==> src/rtl/lcd_pkg.sv <==
// ---------------------------------------------------------------------------
// lcd_pkg
// Shared definitions for the HD44780 write-only LCD driver:
//   - FSM state encoding (ST_*)
//   - power-on init sequence (INIT_LEN entries, all commands with RS=0)
//   - command codes for clear / home
//   - helper that classifies a byte as a long-execution command
// ---------------------------------------------------------------------------
package lcd_pkg;

   typedef enum logic [2:0] {
      ST_PWRUP     = 3'd0,
      ST_INIT_LOAD = 3'd1,
      ST_SETUP     = 3'd2,
      ST_ENABLE    = 3'd3,
      ST_HOLD      = 3'd4,
      ST_WAIT      = 3'd5,
      ST_IDLE      = 3'd6
   } state_t;

   localparam int         INIT_LEN  = 6;
   localparam logic [7:0] LCD_CLEAR = 8'h01;
   localparam logic [7:0] LCD_HOME  = 8'h02;

   // 8-bit bus, 2 lines, 5x8 font; display on, cursor off; entry mode increment
   localparam logic [7:0] LCD_FUNC_SET  = 8'h38;
   localparam logic [7:0] LCD_DISP_ON   = 8'h0C;
   localparam logic [7:0] LCD_ENTRY_INC = 8'h06;

   // Init sequence: function set x3, display on, clear, entry mode
   function automatic logic [7:0] init_rom(input logic [2:0] idx);
      logic [7:0] v;
      case (idx)
         3'd0:    v = LCD_FUNC_SET;
         3'd1:    v = LCD_FUNC_SET;
         3'd2:    v = LCD_FUNC_SET;
         3'd3:    v = LCD_DISP_ON;
         3'd4:    v = LCD_CLEAR;
         3'd5:    v = LCD_ENTRY_INC;
         default: v = 8'h00;
      endcase
      return v;
   endfunction

   // Clear (0x01) and home (0x02/0x03) need the long execution wait
   function automatic logic is_long_cmd(input logic rs, input logic [7:0] data);
      return (rs == 1'b0) && (data[7:2] == 6'd0) && (data != 8'h00);
   endfunction

endpackage

==> src/rtl/lcd_delay_cnt.sv <==
// ---------------------------------------------------------------------------
// lcd_delay_cnt
// Loadable down-counter shared by every timed phase of lcd_ctrl. Loading N-1
// on phase entry and leaving the phase when zero_o is seen gives exactly N
// cycles per phase. Counting stops at zero.
// Ports:
//   clk_i   in   system clock
//   rst_ni  in   async active-low reset (count <= RST_VAL)
//   load_i  in   load val_i this cycle
//   val_i   in   CNT_W-bit load value
//   zero_o  out  count is zero
// ---------------------------------------------------------------------------
module lcd_delay_cnt #(
   parameter int               CNT_W   = 20,
   parameter logic [CNT_W-1:0] RST_VAL = {CNT_W{1'b0}}
) (
   input  logic             clk_i,
   input  logic             rst_ni,
   input  logic             load_i,
   input  logic [CNT_W-1:0] val_i,
   output logic             zero_o
);

   logic [CNT_W-1:0] r_cnt;

   // Down-counter: load has priority, otherwise decrement until zero
   always_ff @(posedge clk_i or negedge rst_ni) begin
      if (!rst_ni) begin
         r_cnt <= RST_VAL;
      end else if (load_i) begin
         r_cnt <= val_i;
      end else if (r_cnt != {CNT_W{1'b0}}) begin
         r_cnt <= r_cnt - {{(CNT_W-1){1'b0}}, 1'b1};
      end else begin
         r_cnt <= r_cnt;
      end
   end

   assign zero_o = (r_cnt == {CNT_W{1'b0}});

endmodule

==> src/rtl/lcd_ctrl.sv <==
// ---------------------------------------------------------------------------
// lcd_ctrl
// Write-only HD44780 character-LCD driver. After reset it waits PWRUP_CYC,
// plays the 6-byte init sequence, then accepts one byte per valid/ready
// handshake and drives it onto the LCD pins with setup / EN pulse / hold /
// execution timing. All LCD-side outputs are registered.
// Ports:
//   clk_i, rst_ni         clock, async active-low reset
//   req_valid_i/rs/data   upstream request (rs: 0 = command, 1 = data)
//   req_ready_o           request accepted on a rising edge when valid&&ready
//   init_done_o           sticky until reset once init completes
//   busy_o                ~req_ready_o
//   lcd_on_o/rs/rw/en/data  LCD pins (rw tied 0)
// ---------------------------------------------------------------------------
module lcd_ctrl
   import lcd_pkg::*;
#(
   parameter int PWRUP_CYC = 750000,
   parameter int SU_CYC    = 2,
   parameter int EN_CYC    = 12,
   parameter int HOLD_CYC  = 2,
   parameter int CMD_CYC   = 2000,
   parameter int CLR_CYC   = 82000,
   parameter int CNT_W     = 20
) (
   input  logic       clk_i,
   input  logic       rst_ni,
   input  logic       req_valid_i,
   input  logic       req_rs_i,
   input  logic [7:0] req_data_i,
   output logic       req_ready_o,
   output logic       init_done_o,
   output logic       busy_o,
   output logic       lcd_on_o,
   output logic       lcd_rs_o,
   output logic       lcd_rw_o,
   output logic       lcd_en_o,
   output logic [7:0] lcd_data_o
);

   localparam logic [CNT_W-1:0] PWRUP_LD = CNT_W'(PWRUP_CYC - 1);
   localparam logic [CNT_W-1:0] SU_LD    = CNT_W'(SU_CYC - 1);
   localparam logic [CNT_W-1:0] EN_LD    = CNT_W'(EN_CYC - 1);
   localparam logic [CNT_W-1:0] HOLD_LD  = CNT_W'(HOLD_CYC - 1);
   localparam logic [CNT_W-1:0] CMD_LD   = CNT_W'(CMD_CYC - 1);
   localparam logic [CNT_W-1:0] CLR_LD   = CNT_W'(CLR_CYC - 1);
   localparam logic [2:0]       LAST_IDX = 3'(INIT_LEN - 1);

   state_t           r_state;
   logic [2:0]       r_idx;
   logic             r_init_done;
   logic             r_ready;
   logic             r_busy;
   logic             r_on;
   logic             r_rs;
   logic             r_en;
   logic [7:0]       r_data;

   logic             w_zero;
   logic             w_load;
   logic [CNT_W-1:0] w_val;
   logic             w_accept;

   // The counter resets to PWRUP-1 so the power-up wait starts with no extra cycle
   lcd_delay_cnt #(
      .CNT_W   (CNT_W),
      .RST_VAL (PWRUP_LD)
   ) u_delay (
      .clk_i  (clk_i),
      .rst_ni (rst_ni),
      .load_i (w_load),
      .val_i  (w_val),
      .zero_o (w_zero)
   );

   // Counter load for the phase being entered; the wait length is chosen from
   // the byte already latched on the pins
   always_comb begin
      w_accept = r_ready & req_valid_i;
      w_load   = 1'b0;
      w_val    = {CNT_W{1'b0}};
      case (r_state)
         ST_INIT_LOAD: begin
            w_load = 1'b1;
            w_val  = SU_LD;
         end
         ST_SETUP: begin
            if (w_zero) begin
               w_load = 1'b1;
               w_val  = EN_LD;
            end else begin
               w_load = 1'b0;
            end
         end
         ST_ENABLE: begin
            if (w_zero) begin
               w_load = 1'b1;
               w_val  = HOLD_LD;
            end else begin
               w_load = 1'b0;
            end
         end
         ST_HOLD: begin
            if (w_zero) begin
               w_load = 1'b1;
               w_val  = is_long_cmd(r_rs, r_data) ? CLR_LD : CMD_LD;
            end else begin
               w_load = 1'b0;
            end
         end
         ST_IDLE: begin
            if (w_accept) begin
               w_load = 1'b1;
               w_val  = SU_LD;
            end else begin
               w_load = 1'b0;
            end
         end
         default: begin
            w_load = 1'b0;
         end
      endcase
   end

   // Main FSM with registered LCD pins and handshake outputs
   always_ff @(posedge clk_i or negedge rst_ni) begin
      if (!rst_ni) begin
         r_state     <= ST_PWRUP;
         r_idx       <= 3'd0;
         r_init_done <= 1'b0;
         r_ready     <= 1'b0;
         r_busy      <= 1'b1;
         r_on        <= 1'b0;
         r_rs        <= 1'b0;
         r_en        <= 1'b0;
         r_data      <= 8'h00;
      end else begin
         r_on <= 1'b1;
         case (r_state)
            ST_PWRUP: begin
               if (w_zero) r_state <= ST_INIT_LOAD;
            end
            ST_INIT_LOAD: begin
               r_rs    <= 1'b0;
               r_data  <= init_rom(r_idx);
               r_state <= ST_SETUP;
            end
            ST_SETUP: begin
               if (w_zero) begin
                  r_en    <= 1'b1;
                  r_state <= ST_ENABLE;
               end
            end
            ST_ENABLE: begin
               if (w_zero) begin
                  r_en    <= 1'b0;
                  r_state <= ST_HOLD;
               end
            end
            ST_HOLD: begin
               if (w_zero) r_state <= ST_WAIT;
            end
            ST_WAIT: begin
               if (w_zero) begin
                  if (!r_init_done && (r_idx != LAST_IDX)) begin
                     r_idx   <= r_idx + 3'd1;
                     r_state <= ST_INIT_LOAD;
                  end else begin
                     r_init_done <= 1'b1;
                     r_ready     <= 1'b1;
                     r_busy      <= 1'b0;
                     r_state     <= ST_IDLE;
                  end
               end
            end
            ST_IDLE: begin
               if (w_accept) begin
                  r_rs    <= req_rs_i;
                  r_data  <= req_data_i;
                  r_ready <= 1'b0;
                  r_busy  <= 1'b1;
                  r_state <= ST_SETUP;
               end
            end
            default: begin
               r_en    <= 1'b0;
               r_ready <= 1'b0;
               r_busy  <= 1'b1;
               r_state <= ST_PWRUP;
            end
         endcase
      end
   end

   assign req_ready_o = r_ready;
   assign init_done_o = r_init_done;
   assign busy_o      = r_busy;
   assign lcd_on_o    = r_on;
   assign lcd_rs_o    = r_rs;
   assign lcd_rw_o    = 1'b0;
   assign lcd_en_o    = r_en;
   assign lcd_data_o  = r_data;

endmodule

==> config.mk <==
export PLATFORM = sky130hd
export DESIGN_NAME = lcd_ctrl
export DESIGN_NICKNAME = d
export VERILOG_FILES = /design/src/rtl/lcd_pkg.sv /design/src/rtl/lcd_delay_cnt.sv /design/src/rtl/lcd_ctrl.sv
export SDC_FILE = /design/constraint.sdc
export NUM_CORES = 1
export LEC_CHECK = 0
export CORE_MARGIN = 2
export CORE_UTILIZATION = 37
export DETAILED_ROUTE_END_ITERATION = 10
export DONT_BUFFER_PORTS = 1
export PLACE_DENSITY = 0.62
export SKIP_CTS_REPAIR_TIMING = 1
export SLEW_MARGIN = 20
export SYNTH_ARGS = -nofsm -noshare
export SYNTH_HDL_FRONTEND = slang
export SYNTH_SLANG_ARGS = --single-unit
==> constraint.sdc <==
create_clock -name clk_i -period 2.1 [get_ports clk_i]
set_input_delay 0.63 -clock clk_i [delete_from_list [all_inputs] [get_ports clk_i]]
set_output_delay 0.63 -clock clk_i [all_outputs]
set_load 0.005 [all_outputs]
# --- Word level (Yosys, flattened, before mapping) ---
# Index checks and enable logic that the tools add are counted.
totals:
  regBits: 40
  in_bits: 12
  wordCells: 93
classes:
  n_addsub: 2
  n_eq_ne: 19
  mux: 35
  bitwise_logic: 5
  n_reduce_logical: 22
op_table:
  columns: ["op", "n"]
  rows:
  - ["$pmux 17 s5", 1]
  - ["$mux 20", 2]
  - ["$mux 17", 2]
  - ["$pmux 6 s4", 1]
  - ["$mux 3", 7]
  - ["$pmux 3 s7", 1]
  - ["$logic_not 20->1", 1]
  - ["$reduce_bool 20->1", 1]
  - ["$sub 20x1->20 const B", 1]
  - ["$pmux 8 s2", 1]
  - ["$eq 3x3->1 const B", 5]
  - ["$mux 1", 13]
  - ["$eq 3x2->1 const B", 4]
  - ["$pmux 1 s3", 4]
  - ["$ne 2x1->1 const B", 5]
  - ["$reduce_or 5->1", 2]
  - ["$reduce_and 3->1", 3]
  - ["$mux 8", 1]
  - ["$reduce_bool 8->1", 1]
  - ["$eq 3x1->1 const B", 2]
  - ["$logic_not 3->1", 2]
  - ["$logic_not 6->1", 1]
  - ["$reduce_and 6->1", 1]
  - ["$reduce_or 3->1", 2]
  - ["other kinds (12)", 19]

# --- Longest topological paths before layout ---
# Gate-level depths: netlist of the first run.
logic_depth:
  word_depth: 7
  mapped_depth: 9

# --- Hierarchy ---
# A second synthesis of the first run with hierarchy kept.
hier_totals:
  hier_cells: 259
  hier_area_um2: 2348.5
modules_own_cells:
  columns: ["mod", "instances", "cells_per_inst", "area_per_inst_um2", "seq_area_each_um2"]
  rows:
  - ["lcd_delay_cnt", 1, 127, 1201.2, 516.7]
  - ["lcd_ctrl", 1, 132, 1147.4, 501.7]

# --- Worst setup path after synthesis of the first run ---
# Ideal clock, no wire load.
synth_path:
  path_kind: "reg2reg"
  startpoint: "reg u_delay.r_cnt[0]"
  endpoint: "reg u_delay.r_cnt[5]"
  setup_time_ps: 73
  t_arrival_ps: 1994
  required_time_ps: 2027
  setup_slack_ps: 33
  path_stages_with_launch: 9
  synth_period_minus_slack_ps: 2067
  path_cell_list: "dfstp_2 > inv_1 > ha_1 > nor4b_2 > and3_1 > and2_1 > clkbuf_1 > or4_1 > a21oi_1"
synth_via:
  elab_chain_len: 4
  word_cells_on_any_way: 10
synth_lines:
  columns: ["element", "line_no", "text"]
  rows:
  - ["start: declaration", "lcd_delay_cnt.sv:24", "logic [CNT_W-1:0] r_cnt;"]
  - ["start signal: assignment", "lcd_delay_cnt.sv:31", "r_cnt <= val_i;"]
  - ["start signal: assignment", "lcd_delay_cnt.sv:33", "r_cnt <= r_cnt - {{(CNT_W-1){1'b0}}, 1'b1};"]
  - ["start signal: assignment", "lcd_delay_cnt.sv:35", "r_cnt <= r_cnt;"]
  - ["parallel branches: the longest is 4 deep, another holds $sub 20x1->20", null, null]
# Several ways; the timed one is not identified. The select of a mux whose other input is x is not followed.
# A chain may end at the register's enable or synchronous reset.

# --- Worst setup path after layout of the first run ---
# Ends and elaborated chain as after synthesis.

==> results of run 1 <==
-- placed cells by master (no fill, tap or decap), types with 2 or more instances in the layout --
cell / Yosys / final
dfrtp_1: 26 / 26
ha_1: 7 / 7
nor4_1: 8 / 8
nor2_1: 18 / 18
clkbuf_8: 0 / 5
nand2_1: 28 / 28
o21ai_0: 21 / 20
a21oi_1: 13 / 12
mux2i_1: 2 / 2
conb_1: 2 / 2
nand4_1: 4 / 4
xor2_1: 3 / 3
nand4b_1: 2 / 2
xnor2_1: 12 / 12
nor3_1: 7 / 7
buf_4: 1 / 22
or4_1: 3 / 3
nor4_4: 2 / 2
inv_1: 6 / 6
a31oi_1: 6 / 6
nor3b_1: 2 / 2
clkinvlp_4: 0 / 2
dfstp_2: 14 / 14
nand3_1: 9 / 9
or3_1: 3 / 3
o211ai_1: 2 / 2
-- worst paths after layout --
kind | start | depth (start not counted) | slack (ps) | endpoint
worst max-delay path | u_delay.r_cnt[0] | 7 | 80 | u_delay.r_cnt[5]
worst min-delay path | rst_ni | 0 | 20 | u_delay.r_cnt[11]
worst max register to register | u_delay.r_cnt[0] | 7 | 80 | u_delay.r_cnt[5]
worst min register to register | busy_o | 2 | 510 | busy_o
max in group asynchronous | rst_ni | 1 | 940 | lcd_data_o[1]
min in group clk_i | req_data_i[6] | 2 | 450 | lcd_data_o[6]
-- through the flow --
stage	cells	util (%)	power (mW)	worst slack, ps
after floorplan	233	-	0.789	33.0
after global placement	319	41.2	0.788	87.9
after detailed placement	319	41.2	0.788	57.8
after CTS	327	42.8	1.31	35.8
after global routing	328	43.2	1.36	2.99
final	328	43.2	1.30	79.5
-- registers in the layout, indices dropped and copies added (netlist names) --
name	count
busy_o	1
lcd_en_o	1
lcd_rs_o	1
init_done_o	1
lcd_on_o	1
u_delay.r_cnt	20
req_ready_o	1
r_idx	3
r_state	3
lcd_data_o	8
-- cells in the mapped netlist, types with 2 or more instances --
master and number:
a21oi_1 13, a31oi_1 6, and2_1 2, buf_6 2
clkbuf_1 7, conb_1 2, dfrtp_1 26, dfstp_2 14
ha_1 7, inv_1 6, mux2i_1 2, nand2_1 28
nand3_1 9, nand4_1 4, nand4b_1 2, nor2_1 18
nor3_1 7, nor3b_1 2, nor4_1 8, nor4_4 2
o211ai_1 2, o21ai_0 21, or3_1 3, or4_1 3
xnor2_1 12, xor2_1 3
-- worst reg2reg max path, delay by kind of cell (launching register included) --
kind | cells | cell delay, ps
adder cells (fa/ha/maj) | 1 | 190
buffers and inverters | 1 | 50
AO/OA/AOI/OAI | 1 | 150
flip-flops | 1 | 540
AND/OR/NAND/NOR | 4 | 1040
-- layout make-up --
type	count	area, µm²
Clock buffer	5	68.8
Clock inverter	3	23.8
Fill cell	554	3330
Inverter	6	22.5
Multi-Input combinational cell	176	1120
Sequential cell	40	1020
Tap cell	75	93.8
Timing Repair Buffer	23	175
-- power groups by stage --
stage	Sequential (mW)	Combinational [mW]	Clock, mW
CTS	0.773	0.000824	0.539
finish	0.773	0.00695	0.521
detailed placement	0.787	0.000824	0
global route	0.773	0.00824	0.575
global placement	0.787	0.000824	0
floorplan	0.787	0.00218	0
-- metal layers --
layer	share of wire [%]	global-route usage [%]	vias to the layer above	wire, µm
li1	-	-	874	-
met1	46	20.3	836	2270
met2	49	25.7	29	2410
met3	3.1	4.11	6	154
met4	1.3	4.58	0	63
met5	0	0	-	0
-- logic make-up (layout without fill, tap and decap cells) --
logic type	count (synthesis)	count (layout)	synth area share, %
mux	3	3	1.58
other cells	2	2	0.339
compound gates	52	52	13.7
flops	40	40	46.0
simple gates	97	97	24.7
buf+inv	17	37	3.79
xor+xnor	15	15	5.93
fa+ha+maj	7	7	3.95
==> run_summary.xml, run 1 <==
<?xml version="1.0" encoding="UTF-8"?>
<metrics>
  <group name="timing">
    <metric name="report.final.slew_viol_count" unit="">0</metric>
    <metric name="hold_viol" unit="">0</metric>
    <metric name="tcrit_tclk_final" unit="%">96.2</metric>
    <metric name="timing.final.crit_period" unit="ps">2020</metric>
    <metric name="setup_tns" unit="ps">0</metric>
    <metric name="setup_repair_after_global_routing_missed_its_margin" unit="">no</metric>
    <metric name="worst_slew_margin_rel" unit="%">59.5</metric>
    <metric name="timing.hold.ws" unit="ps">23.3</metric>
    <metric name="tightest_slew" unit="ps">605</metric>
    <metric name="report.final.setup_viol" unit="">0</metric>
    <metric name="achievable-frequency" unit="MHz">495</metric>
    <metric name="post_route_clock_skew" unit="ps">13.0</metric>
  </group>
  <group name="pwr">
    <metric name="clockPowerShare" unit="%">40.0</metric>
    <metric name="pwr-share-seq" unit="%">59.4</metric>
    <metric name="switching_power_total" unit="mW">0.291</metric>
    <metric name="powerDensity" unit="nW/µm²">515</metric>
    <metric name="switching_share" unit="%">22.4</metric>
    <metric name="ir_drop" unit="µV">351</metric>
    <metric name="p_int" unit="mW">1.01</metric>
    <metric name="leakage" unit="nW">0.972</metric>
    <metric name="power_frac_comb" unit="%">0.5</metric>
  </group>
  <group name="grt">
    <metric name="total_track_usage" unit="%">15.7</metric>
    <metric name="maximum_number_of_pins_on_one_net_before_global_route_repair" unit="">41</metric>
    <metric name="grt_antenna_before_repair" unit="">0</metric>
    <metric name="gr-total-overflow" unit="">0</metric>
    <metric name="first_pass_grt_wire_length" unit="µm">7940</metric>
    <metric name="number_of_global_route_vias_before_repair" unit="">1671</metric>
  </group>
  <group name="route">
    <metric name="finalWirelength" unit="µm">4900</metric>
    <metric name="drt.antenna.violating_nets" unit="">0</metric>
    <metric name="drtPass1Iterations" unit="">5</metric>
    <metric name="routed-via-count" unit="">1745</metric>
    <metric name="drt_drc_violations_left" unit="">0</metric>
    <metric name="initialDrtViolationCount" unit="">51</metric>
    <metric name="detail_route.wl_per_cell" unit="µm">14.9</metric>
    <metric name="route.detailed.vias_per_inst" unit="">5.32</metric>
  </group>
  <group name="critical_path">
    <metric name="critPathRequiredTime" unit="ps">2340</metric>
    <metric name="critical-path-top-delay-family" unit="">simple AND/OR/NAND/NOR gates</metric>
    <metric name="cp_cell_sequence" unit="">inv_1 &gt; ha_1 &gt; nor4b_2 &gt; and3_4 &gt; and2_1 &gt; or4_1 &gt; a21oi_2</metric>
    <metric name="criticalPathCategory" unit="">register to register</metric>
    <metric name="crit_path_start_kind" unit="">register</metric>
    <metric name="cpPeakStageDelay" unit="ps">540</metric>
    <metric name="end_kind" unit="">register</metric>
    <metric name="worst-endpoint-arrival" unit="ps">2260</metric>
    <metric name="crit_fanout" unit="">5</metric>
    <metric name="crit_path_top_delay_cell" unit="">dfstp_2</metric>
    <metric name="crit_buf_inv" unit="">1</metric>
  </group>
  <group name="clock_network">
    <metric name="cts-buffers-inserted" unit="">5</metric>
    <metric name="tritoncts" unit="">yes</metric>
    <metric name="buffer_type_at_the_clock_tree_root" unit="">clkbuf_8</metric>
    <metric name="clockBufferDepth" unit="">2</metric>
    <metric name="clk_latency" unit="ps">300</metric>
    <metric name="cts_htree_levels" unit="">2</metric>
    <metric name="clock-sinks" unit="">40</metric>
    <metric name="clock_slew_at_reported_path_ffs" unit="ps">90</metric>
  </group>
  <group name="floorplanning">
    <metric name="core" unit="µm²">5850</metric>
    <metric name="num_rows" unit="">28</metric>
    <metric name="die_height" unit="µm">81.4</metric>
    <metric name="num_io_pins" unit="">27</metric>
    <metric name="start_util" unit="%">37.9</metric>
    <metric name="die_area" unit="µm²">6620</metric>
    <metric name="die_w" unit="µm">81.4</metric>
  </group>
  <group name="place">
    <metric name="routabilityCongestion" unit="">0.807</metric>
    <metric name="numPortBuffers" unit="">0</metric>
    <metric name="dp_hpwl" unit="µm">3540</metric>
    <metric name="placement.cell_area" unit="µm²">2410</metric>
  </group>
  <group name="worst_hold_path">
    <metric name="holdCritPathClass" unit="">primary input to async pin</metric>
  </group>
  <group name="synth">
    <metric name="yosys.area.top_type" unit="">dfrtp_1</metric>
    <metric name="ys_warn_count" unit="">0</metric>
    <metric name="yosys_most_used_dff" unit="">dfrtp_1</metric>
    <metric name="synth.area.top_cells" unit="">dfrtp_1, dfstp_2, nand2_1</metric>
    <metric name="postSynthNetCount" unit="">252</metric>
    <metric name="async_set_or_reset_register_ratio_after_synthesis" unit="%">100</metric>
    <metric name="synth-seq-cells" unit="">40</metric>
    <metric name="number_of_flops_mapped_to_enable_cells_by_yosys" unit="">0</metric>
    <metric name="instance_count_of_the_mapped_netlist" unit="">233</metric>
    <metric name="yosys.area.top_type_share" unit="%">29.4</metric>
    <metric name="synthDistinctLibCells" unit="">48</metric>
    <metric name="sequential_cell_area_fraction_in_the_yosys_report" unit="%">46.0</metric>
    <metric name="syn_area" unit="µm²">2210</metric>
    <metric name="syn-mean-instance-area" unit="µm²">9.50</metric>
  </group>
  <group name="layout">
    <metric name="layout.nets" unit="">271</metric>
    <metric name="drive_above_1_share" unit="%">21.3</metric>
    <metric name="final_design_area_no_fill" unit="µm²">2520</metric>
    <metric name="syn2layout_area_growth" unit="%">14.0</metric>
    <metric name="diodes" unit="">0</metric>
  </group>
  <group name="job">
    <metric name="cap_viol_max_count" unit="">0</metric>
  </group>
  <group name="run_status">
    <metric name="run_status" unit="">complete, no violations</metric>
  </group>
</metrics>
No activity file was read; power rests on OpenSTA's default activity.
==> run 2, diff against run 1 <==
--- a/config.mk
+++ b/config.mk
@@ -9,6 +9,7 @@
 export CORE_UTILIZATION = 37
 export DETAILED_ROUTE_END_ITERATION = 10
 export DONT_BUFFER_PORTS = 1
+export GPL_TIMING_DRIVEN = 0
 export PLACE_DENSITY = 0.62
 export SKIP_CTS_REPAIR_TIMING = 1
 export SLEW_MARGIN = 20
==> run_summary.xml, run 2 (synthesis gave the netlist of run 1 again) <==
<?xml version="1.0" encoding="UTF-8"?>
<metrics>
  <group name="timing">
    <metric name="timing.final.crit_period" unit="ps">2100</metric>
    <metric name="achievable-frequency" unit="MHz">477</metric>
    <metric name="post_route_clock_skew" unit="ps">7.91</metric>
    <metric name="report.final.slew_viol_count" unit="">0</metric>
    <metric name="setup_tns" unit="ps">0</metric>
    <metric name="tcrit_tclk_final" unit="%">99.8</metric>
    <metric name="report.final.setup_viol" unit="">0</metric>
    <metric name="postLayoutSetupSlackWorst" unit="ps">3.23</metric>
    <metric name="tightest_slew" unit="ps">537</metric>
    <metric name="hold_viol" unit="">0</metric>
    <metric name="worst_slew_margin_rel" unit="%">64.1</metric>
    <metric name="setup_repair_after_global_routing_missed_its_margin" unit="">yes</metric>
  </group>
  <group name="layout">
    <metric name="mostFrequentLayoutCell" unit="">nand2_1</metric>
    <metric name="largest_register" unit="">u_delay.r_cnt</metric>
    <metric name="final_design_area_no_fill" unit="µm²">2570</metric>
    <metric name="layout.nets" unit="">271</metric>
    <metric name="largest_reg_flops" unit="">20</metric>
    <metric name="syn2layout_area_growth" unit="%">16.3</metric>
    <metric name="drive_above_1_share" unit="%">21.7</metric>
    <metric name="leading_cell_types_in_the_layout_fill_and_taps_excluded" unit="">nand2_1, dfrtp_1, o21ai_0, nor2_1, dfstp_2</metric>
    <metric name="diodes" unit="">0</metric>
  </group>
  <group name="grt">
    <metric name="grt_antenna_before_repair" unit="">0</metric>
    <metric name="gr-total-overflow" unit="">0</metric>
    <metric name="first_pass_grt_wire_length" unit="µm">8180</metric>
    <metric name="number_of_global_route_vias_before_repair" unit="">1737</metric>
    <metric name="total_track_usage" unit="%">16.1</metric>
    <metric name="maximum_number_of_pins_on_one_net_before_global_route_repair" unit="">41</metric>
  </group>
  <group name="critical_path">
    <metric name="crit_path_start_kind" unit="">register</metric>
    <metric name="crit_fanout" unit="">7</metric>
    <metric name="rr_startpoint" unit="">u_delay.r_cnt[0]</metric>
    <metric name="end_kind" unit="">register</metric>
    <metric name="worst_r2r_path_depth" unit="">8</metric>
    <metric name="critPathRequiredTime" unit="ps">2290</metric>
    <metric name="rr_endpoint" unit="">r_idx[1]</metric>
    <metric name="criticalPathCategory" unit="">register to register</metric>
    <metric name="regToRegSetupSlack" unit="ps">3</metric>
    <metric name="worst-endpoint-arrival" unit="ps">2290</metric>
  </group>
  <group name="pwr">
    <metric name="switching_share" unit="%">21.1</metric>
    <metric name="p_int" unit="mW">1.13</metric>
    <metric name="switching_power_total" unit="mW">0.304</metric>
    <metric name="ir_drop" unit="µV">294</metric>
    <metric name="power_frac_comb" unit="%">0.7</metric>
    <metric name="clockPowerShare" unit="%">45.5</metric>
    <metric name="leakage" unit="nW">0.993</metric>
    <metric name="pwr-share-seq" unit="%">53.7</metric>
    <metric name="powerDensity" unit="nW/µm²">558</metric>
  </group>
  <group name="clock_network">
    <metric name="cts_htree_levels" unit="">2</metric>
    <metric name="tritoncts" unit="">yes</metric>
    <metric name="clock-sinks" unit="">40</metric>
    <metric name="clock_slew_at_reported_path_ffs" unit="ps">90</metric>
    <metric name="clockBufferDepth" unit="">2</metric>
    <metric name="clk_latency" unit="ps">300</metric>
    <metric name="cts-buffers-inserted" unit="">5</metric>
    <metric name="buffer_type_at_the_clock_tree_root" unit="">clkbuf_8</metric>
  </group>
  <group name="route">
    <metric name="detail_route.wl_per_cell" unit="µm">15.2</metric>
    <metric name="routed-via-count" unit="">1774</metric>
    <metric name="drtPass1Iterations" unit="">4</metric>
    <metric name="route.detailed.vias_per_inst" unit="">5.41</metric>
    <metric name="drt_drc_violations_left" unit="">0</metric>
    <metric name="drt.antenna.violating_nets" unit="">0</metric>
    <metric name="finalWirelength" unit="µm">5000</metric>
    <metric name="initialDrtViolationCount" unit="">111</metric>
  </group>
  <group name="floorplanning">
    <metric name="die_area" unit="µm²">6620</metric>
    <metric name="num_rows" unit="">28</metric>
    <metric name="die_w" unit="µm">81.4</metric>
    <metric name="start_util" unit="%">37.9</metric>
    <metric name="num_io_pins" unit="">27</metric>
    <metric name="core" unit="µm²">5850</metric>
    <metric name="die_height" unit="µm">81.4</metric>
  </group>
  <group name="place">
    <metric name="routabilityCongestion" unit="">0.794</metric>
    <metric name="placement.cell_area" unit="µm²">2310</metric>
    <metric name="numPortBuffers" unit="">0</metric>
    <metric name="dp_hpwl" unit="µm">3360</metric>
    <metric name="preCtsSetupSlack" unit="ps">-238</metric>
  </group>
  <group name="worst_hold_path">
    <metric name="holdCritPathClass" unit="">primary input to async pin</metric>
  </group>
  <group name="job">
    <metric name="cap_viol_max_count" unit="">0</metric>
  </group>
  <group name="run_status">
    <metric name="run_status" unit="">complete, no violations</metric>
  </group>
</metrics>
[run 2: stage by stage]
step / std cells / utilization (%) / hold slack, ps / total power, mW
3_3_place_gp: 308 / 39.5 / 337 / 0.789
5_1_grt: 328 / 44.0 / 3.17 / 1.49
2_1_floorplan: 233 / - / 334 / 0.789
3_5_place_dp: 308 / 39.5 / 337 / 0.789
4_1_cts: 316 / 41.4 / 9.32 / 1.44
6_report: 328 / 44.0 / 17.3 / 1.44
[run 2: critical path: stages, from the launching register on]
cell and delay [ps]:
dfstp_2 400, inv_2 90, ha_4 130, nor4b_4 200
and3_4 240, buf_8 120, nand4_4 110, or3_4 410
mux2_4 300
[run 2: final cells by class]
cell class	count	area, µm²
Clock buffer	5	68.8
Sequential cell	40	1020
Inverter	6	22.5
Buffer	10	65.1
Multi-Input combinational cell	176	1160
Timing Repair Buffer	13	103
Tap cell	75	93.8
Fill cell	566	3280
Clock inverter	3	46.3
[run 2: power by group through the flow]
stage | clock network (mW) | logic [mW] | registers, mW
after floorplan | 0 | 0.00218 | 0.787
after global placement | 0 | 0.00218 | 0.787
after detailed placement | 0 | 0.00218 | 0.787
after CTS | 0.669 | 0.00218 | 0.773
after global routing | 0.705 | 0.0122 | 0.773
final | 0.655 | 0.0104 | 0.773
[run 2: worst max-delay path by stage]
stage                          start           endpoint  cells past startpoint
floorplan           u_delay.r_cnt[0]   u_delay.r_cnt[5]                      8
global placement    u_delay.r_cnt[0]  u_delay.r_cnt[15]                      8
detailed placement  u_delay.r_cnt[0]  u_delay.r_cnt[15]                      8
CTS                 u_delay.r_cnt[0]  u_delay.r_cnt[15]                      8
global route        u_delay.r_cnt[0]           r_idx[1]                      8
finish              u_delay.r_cnt[0]           r_idx[1]                      8
[run 2: layer usage]
| metal | share of wire (%) | wire length (µm) | up-vias | global-route usage, % |
|---|---|---|---|---|
| met2 | 49 | 2430 | 22 | 26.1 |
| met1 | 47 | 2340 | 876 | 21.1 |
| met5 | 0 | 0 | - | 0 |
| met4 | 0.92 | 46 | 0 | 4.58 |
| li1 | - | - | 869 | - |
| met3 | 3.7 | 186 | 7 | 4.33 |
==> run 3, diff against run 2 <==
--- a/config.mk
+++ b/config.mk
@@ -15,4 +15,5 @@
 export SLEW_MARGIN = 20
 export SYNTH_ARGS = -nofsm -noshare
 export SYNTH_HDL_FRONTEND = slang
+export SYNTH_HIERARCHICAL = 1
 export SYNTH_SLANG_ARGS = --single-unit
==> run_summary.xml, run 3 <==
<?xml version="1.0" encoding="UTF-8"?>
<metrics>
  <group name="clock_network">
    <metric name="clock-sinks" unit="">40</metric>
    <metric name="clk_latency" unit="ps">300</metric>
    <metric name="cts_htree_levels" unit="">2</metric>
    <metric name="cts-buffers-inserted" unit="">5</metric>
    <metric name="clockBufferDepth" unit="">2</metric>
    <metric name="buffer_type_at_the_clock_tree_root" unit="">clkbuf_8</metric>
    <metric name="clock_slew_at_reported_path_ffs" unit="ps">80</metric>
    <metric name="tritoncts" unit="">yes</metric>
  </group>
  <group name="place">
    <metric name="numPortBuffers" unit="">0</metric>
    <metric name="dp_hpwl" unit="µm">3680</metric>
    <metric name="routabilityCongestion" unit="">0.800</metric>
  </group>
  <group name="pwr">
    <metric name="switching_power_total" unit="mW">1.12</metric>
    <metric name="clockPowerShare" unit="%">17.6</metric>
    <metric name="p_total" unit="mW">3.05</metric>
    <metric name="p_int" unit="mW">1.93</metric>
    <metric name="leakage" unit="nW">1.22</metric>
    <metric name="powerDensity" unit="nW/µm²">1030</metric>
    <metric name="power_frac_comb" unit="%">33.9</metric>
    <metric name="pwr-share-seq" unit="%">48.5</metric>
    <metric name="switching_share" unit="%">36.8</metric>
    <metric name="ir_drop" unit="µV">567</metric>
  </group>
  <group name="timing">
    <metric name="tcrit_tclk_final" unit="%">135</metric>
    <metric name="post_route_clock_skew" unit="ps">8.05</metric>
    <metric name="report.final.setup_viol" unit="">30</metric>
    <metric name="timing.final.crit_period" unit="ps">2830</metric>
    <metric name="worst_slew_margin_rel" unit="%">33.6</metric>
    <metric name="report.final.slew_viol_count" unit="">0</metric>
    <metric name="setup_repair_after_global_routing_missed_its_margin" unit="">yes</metric>
    <metric name="postLayoutSetupSlackWorst" unit="ps">-731</metric>
    <metric name="tightest_slew" unit="ps">986</metric>
    <metric name="setup_tns" unit="ps">-15530</metric>
    <metric name="hold_viol" unit="">0</metric>
    <metric name="achievable-frequency" unit="MHz">353</metric>
  </group>
  <group name="synth">
    <metric name="yosys.area.top_type_share" unit="%">27.7</metric>
    <metric name="synth.area.top_cells" unit="">dfrtp_1, dfstp_2, nand2_1</metric>
    <metric name="synth-seq-cells" unit="">40</metric>
    <metric name="syn_area" unit="µm²">2350</metric>
    <metric name="syn-mean-instance-area" unit="µm²">9.07</metric>
    <metric name="yosys.area.top_type" unit="">dfrtp_1</metric>
    <metric name="instance_count_of_the_mapped_netlist" unit="">259</metric>
    <metric name="sequential_cell_area_fraction_in_the_yosys_report" unit="%">43.4</metric>
    <metric name="yosys_most_used_dff" unit="">dfrtp_1</metric>
    <metric name="async_set_or_reset_register_ratio_after_synthesis" unit="%">100</metric>
    <metric name="synthDistinctLibCells" unit="">53</metric>
    <metric name="number_of_flops_mapped_to_enable_cells_by_yosys" unit="">0</metric>
    <metric name="leading_cell_type_by_number_of_instances_after_synthesis" unit="">nand2_1</metric>
    <metric name="ys_warn_count" unit="">6</metric>
    <metric name="post_synth_most_frequent_cells" unit="">nand2_1, dfrtp_1, nor2_1</metric>
  </group>
  <group name="run_status">
    <metric name="run_status" unit="">finished with violations</metric>
    <metric name="failed_checks" unit="">negative setup slack</metric>
  </group>
  <group name="route">
    <metric name="route.detailed.vias_per_inst" unit="">5.48</metric>
    <metric name="finalWirelength" unit="µm">5820</metric>
    <metric name="drtPass1Iterations" unit="">4</metric>
    <metric name="routed-via-count" unit="">2055</metric>
    <metric name="initialDrtViolationCount" unit="">93</metric>
    <metric name="drt_drc_violations_left" unit="">0</metric>
    <metric name="detail_route.wl_per_cell" unit="µm">15.5</metric>
    <metric name="drt.antenna.violating_nets" unit="">0</metric>
  </group>
  <group name="layout">
    <metric name="largest_reg_flops" unit="">20</metric>
    <metric name="diodes" unit="">0</metric>
    <metric name="layout.nets" unit="">316</metric>
    <metric name="leading_cell_types_in_the_layout_fill_and_taps_excluded" unit="">nand2_1, dfrtp_1, buf_4, o21ai_1, dfstp_2</metric>
    <metric name="mostFrequentLayoutCell" unit="">nand2_1</metric>
    <metric name="syn2layout_area_growth" unit="%">26.3</metric>
    <metric name="drive_above_1_share" unit="%">27.9</metric>
    <metric name="largest_register" unit="">u_delay/r_cnt</metric>
  </group>
  <group name="critical_path">
    <metric name="worst_r2r_path_depth" unit="">12</metric>
    <metric name="cp_cell_sequence" unit="">or3_4 &gt; or4_4 &gt; or2_4 &gt; inv_4 &gt; buf_6 &gt; buf_8 &gt; nand3b_1 &gt; o211ai_1 &gt; buf_4 &gt; inv_1 &gt; o21ai_2 &gt; a22oi_1</metric>
    <metric name="cpPeakStageDelay" unit="ps">530</metric>
    <metric name="critPathRequiredTime" unit="ps">2270</metric>
    <metric name="rr_startpoint" unit="">u_delay/r_cnt[16]</metric>
    <metric name="crit_path_start_kind" unit="">register</metric>
    <metric name="regToRegSetupSlack" unit="ps">-730</metric>
    <metric name="end_kind" unit="">register</metric>
    <metric name="crit_fanout" unit="">8</metric>
    <metric name="rr_endpoint" unit="">u_delay/r_cnt[18]</metric>
    <metric name="crit_path_top_delay_cell" unit="">or4_4</metric>
    <metric name="worst-endpoint-arrival" unit="ps">3000</metric>
    <metric name="launching_instance_or_port_of_the_critical_path" unit="">u_delay/r_cnt[16]</metric>
    <metric name="criticalPathCategory" unit="">register to register</metric>
  </group>
  <group name="floorplanning">
    <metric name="die_w" unit="µm">83.7</metric>
    <metric name="core" unit="µm²">6240</metric>
    <metric name="die_area" unit="µm²">7000</metric>
    <metric name="num_io_pins" unit="">27</metric>
    <metric name="start_util" unit="%">37.6</metric>
    <metric name="die_height" unit="µm">83.7</metric>
    <metric name="num_rows" unit="">29</metric>
  </group>
  <group name="job">
    <metric name="cap_viol_max_count" unit="">0</metric>
  </group>
  <group name="grt">
    <metric name="number_of_global_route_vias_before_repair" unit="">1873</metric>
    <metric name="maximum_number_of_pins_on_one_net_before_global_route_repair" unit="">41</metric>
    <metric name="gr-total-overflow" unit="">0</metric>
    <metric name="total_track_usage" unit="%">15.6</metric>
    <metric name="grt_antenna_before_repair" unit="">0</metric>
    <metric name="first_pass_grt_wire_length" unit="µm">8970</metric>
  </group>
  <group name="worst_hold_path">
    <metric name="holdCritPathClass" unit="">primary input to async pin</metric>
  </group>
</metrics>
run 3: metal layers:
metal | vias up | part of all wire [%] | GRT usage (%)
met3 | 9 | 4.6 | 3.86
met4 | 0 | 1.7 | 6.45
met2 | 40 | 50 | 25.1
li1 | 999 | - | -
met1 | 1007 | 44 | 20.1
met5 | - | 0 | 0
run 3: worst max path at each step:
stage                        endpoint  cells past startpoint
global route         u_delay/r_cnt[1]                     12
global placement    u_delay/r_cnt[18]                     11
finish              u_delay/r_cnt[18]                     12
CTS                  u_delay/r_cnt[3]                     11
floorplan            u_delay/r_cnt[0]                     11
detailed placement   u_delay/r_cnt[2]                     11
run 3: critical path, delay by kind of cell, from the launching register on:
family	cells	cell delay, ps
flops	1	390
compound gates	3	430
simple gates	4	1320
buf+inv	5	570
run 3: stage by stage:
stage          cells  setup WS [ps]  hold slack [ps]  util, %  cell area [µm²]
3_3_place_gp     345          -1260              336     40.3             2510
6_report         375           -731             21.1     47.5             2970
4_1_cts          353          -1330             5.20     41.8             2610
5_1_grt          375           -830            0.735     47.5             2970
3_5_place_dp     345          -1290              336     40.3             2510
2_1_floorplan    268           -711              334        -             2420
run 3: final cells by class:
| type | instances | area [µm²] |
|---|---|---|
| buffer | 13 | 118 |
| clock buffer | 6 | 82.6 |
| clock inverter | 2 | 10.0 |
| fill | 616 | 3280 |
| inverter | 12 | 47.5 |
| multi-input combinational | 203 | 1410 |
| sequential | 40 | 1020 |
| tap | 77 | 96.3 |
| timing repair buffer | 22 | 186 |
run 3: kinds of logic (layout without fill, tap and decap cells):
group	after synthesis	after routing	synth area share, %
flip-flops	40	40	43.4
AND/OR/NAND/NOR	98	98	21.3
buffers and inverters	25	55	5.22
AO/OA/AOI/OAI	72	72	20.3
other	2	11	0.320
XOR/XNOR	12	12	4.48
adder cells (fa/ha/maj)	7	7	3.73
multiplexers	3	3	1.33
run 3: power by group through the flow:
stage / clock network (mW) / registers, mW / logic (mW)
after floorplan: 0 / 1.38 / 0.630
after global routing: 0.586 / 1.53 / 1.15
after detailed placement: 0 / 1.47 / 0.754
after global placement: 0 / 1.46 / 0.730
after CTS: 0.557 / 1.45 / 0.761
final: 0.537 / 1.48 / 1.03
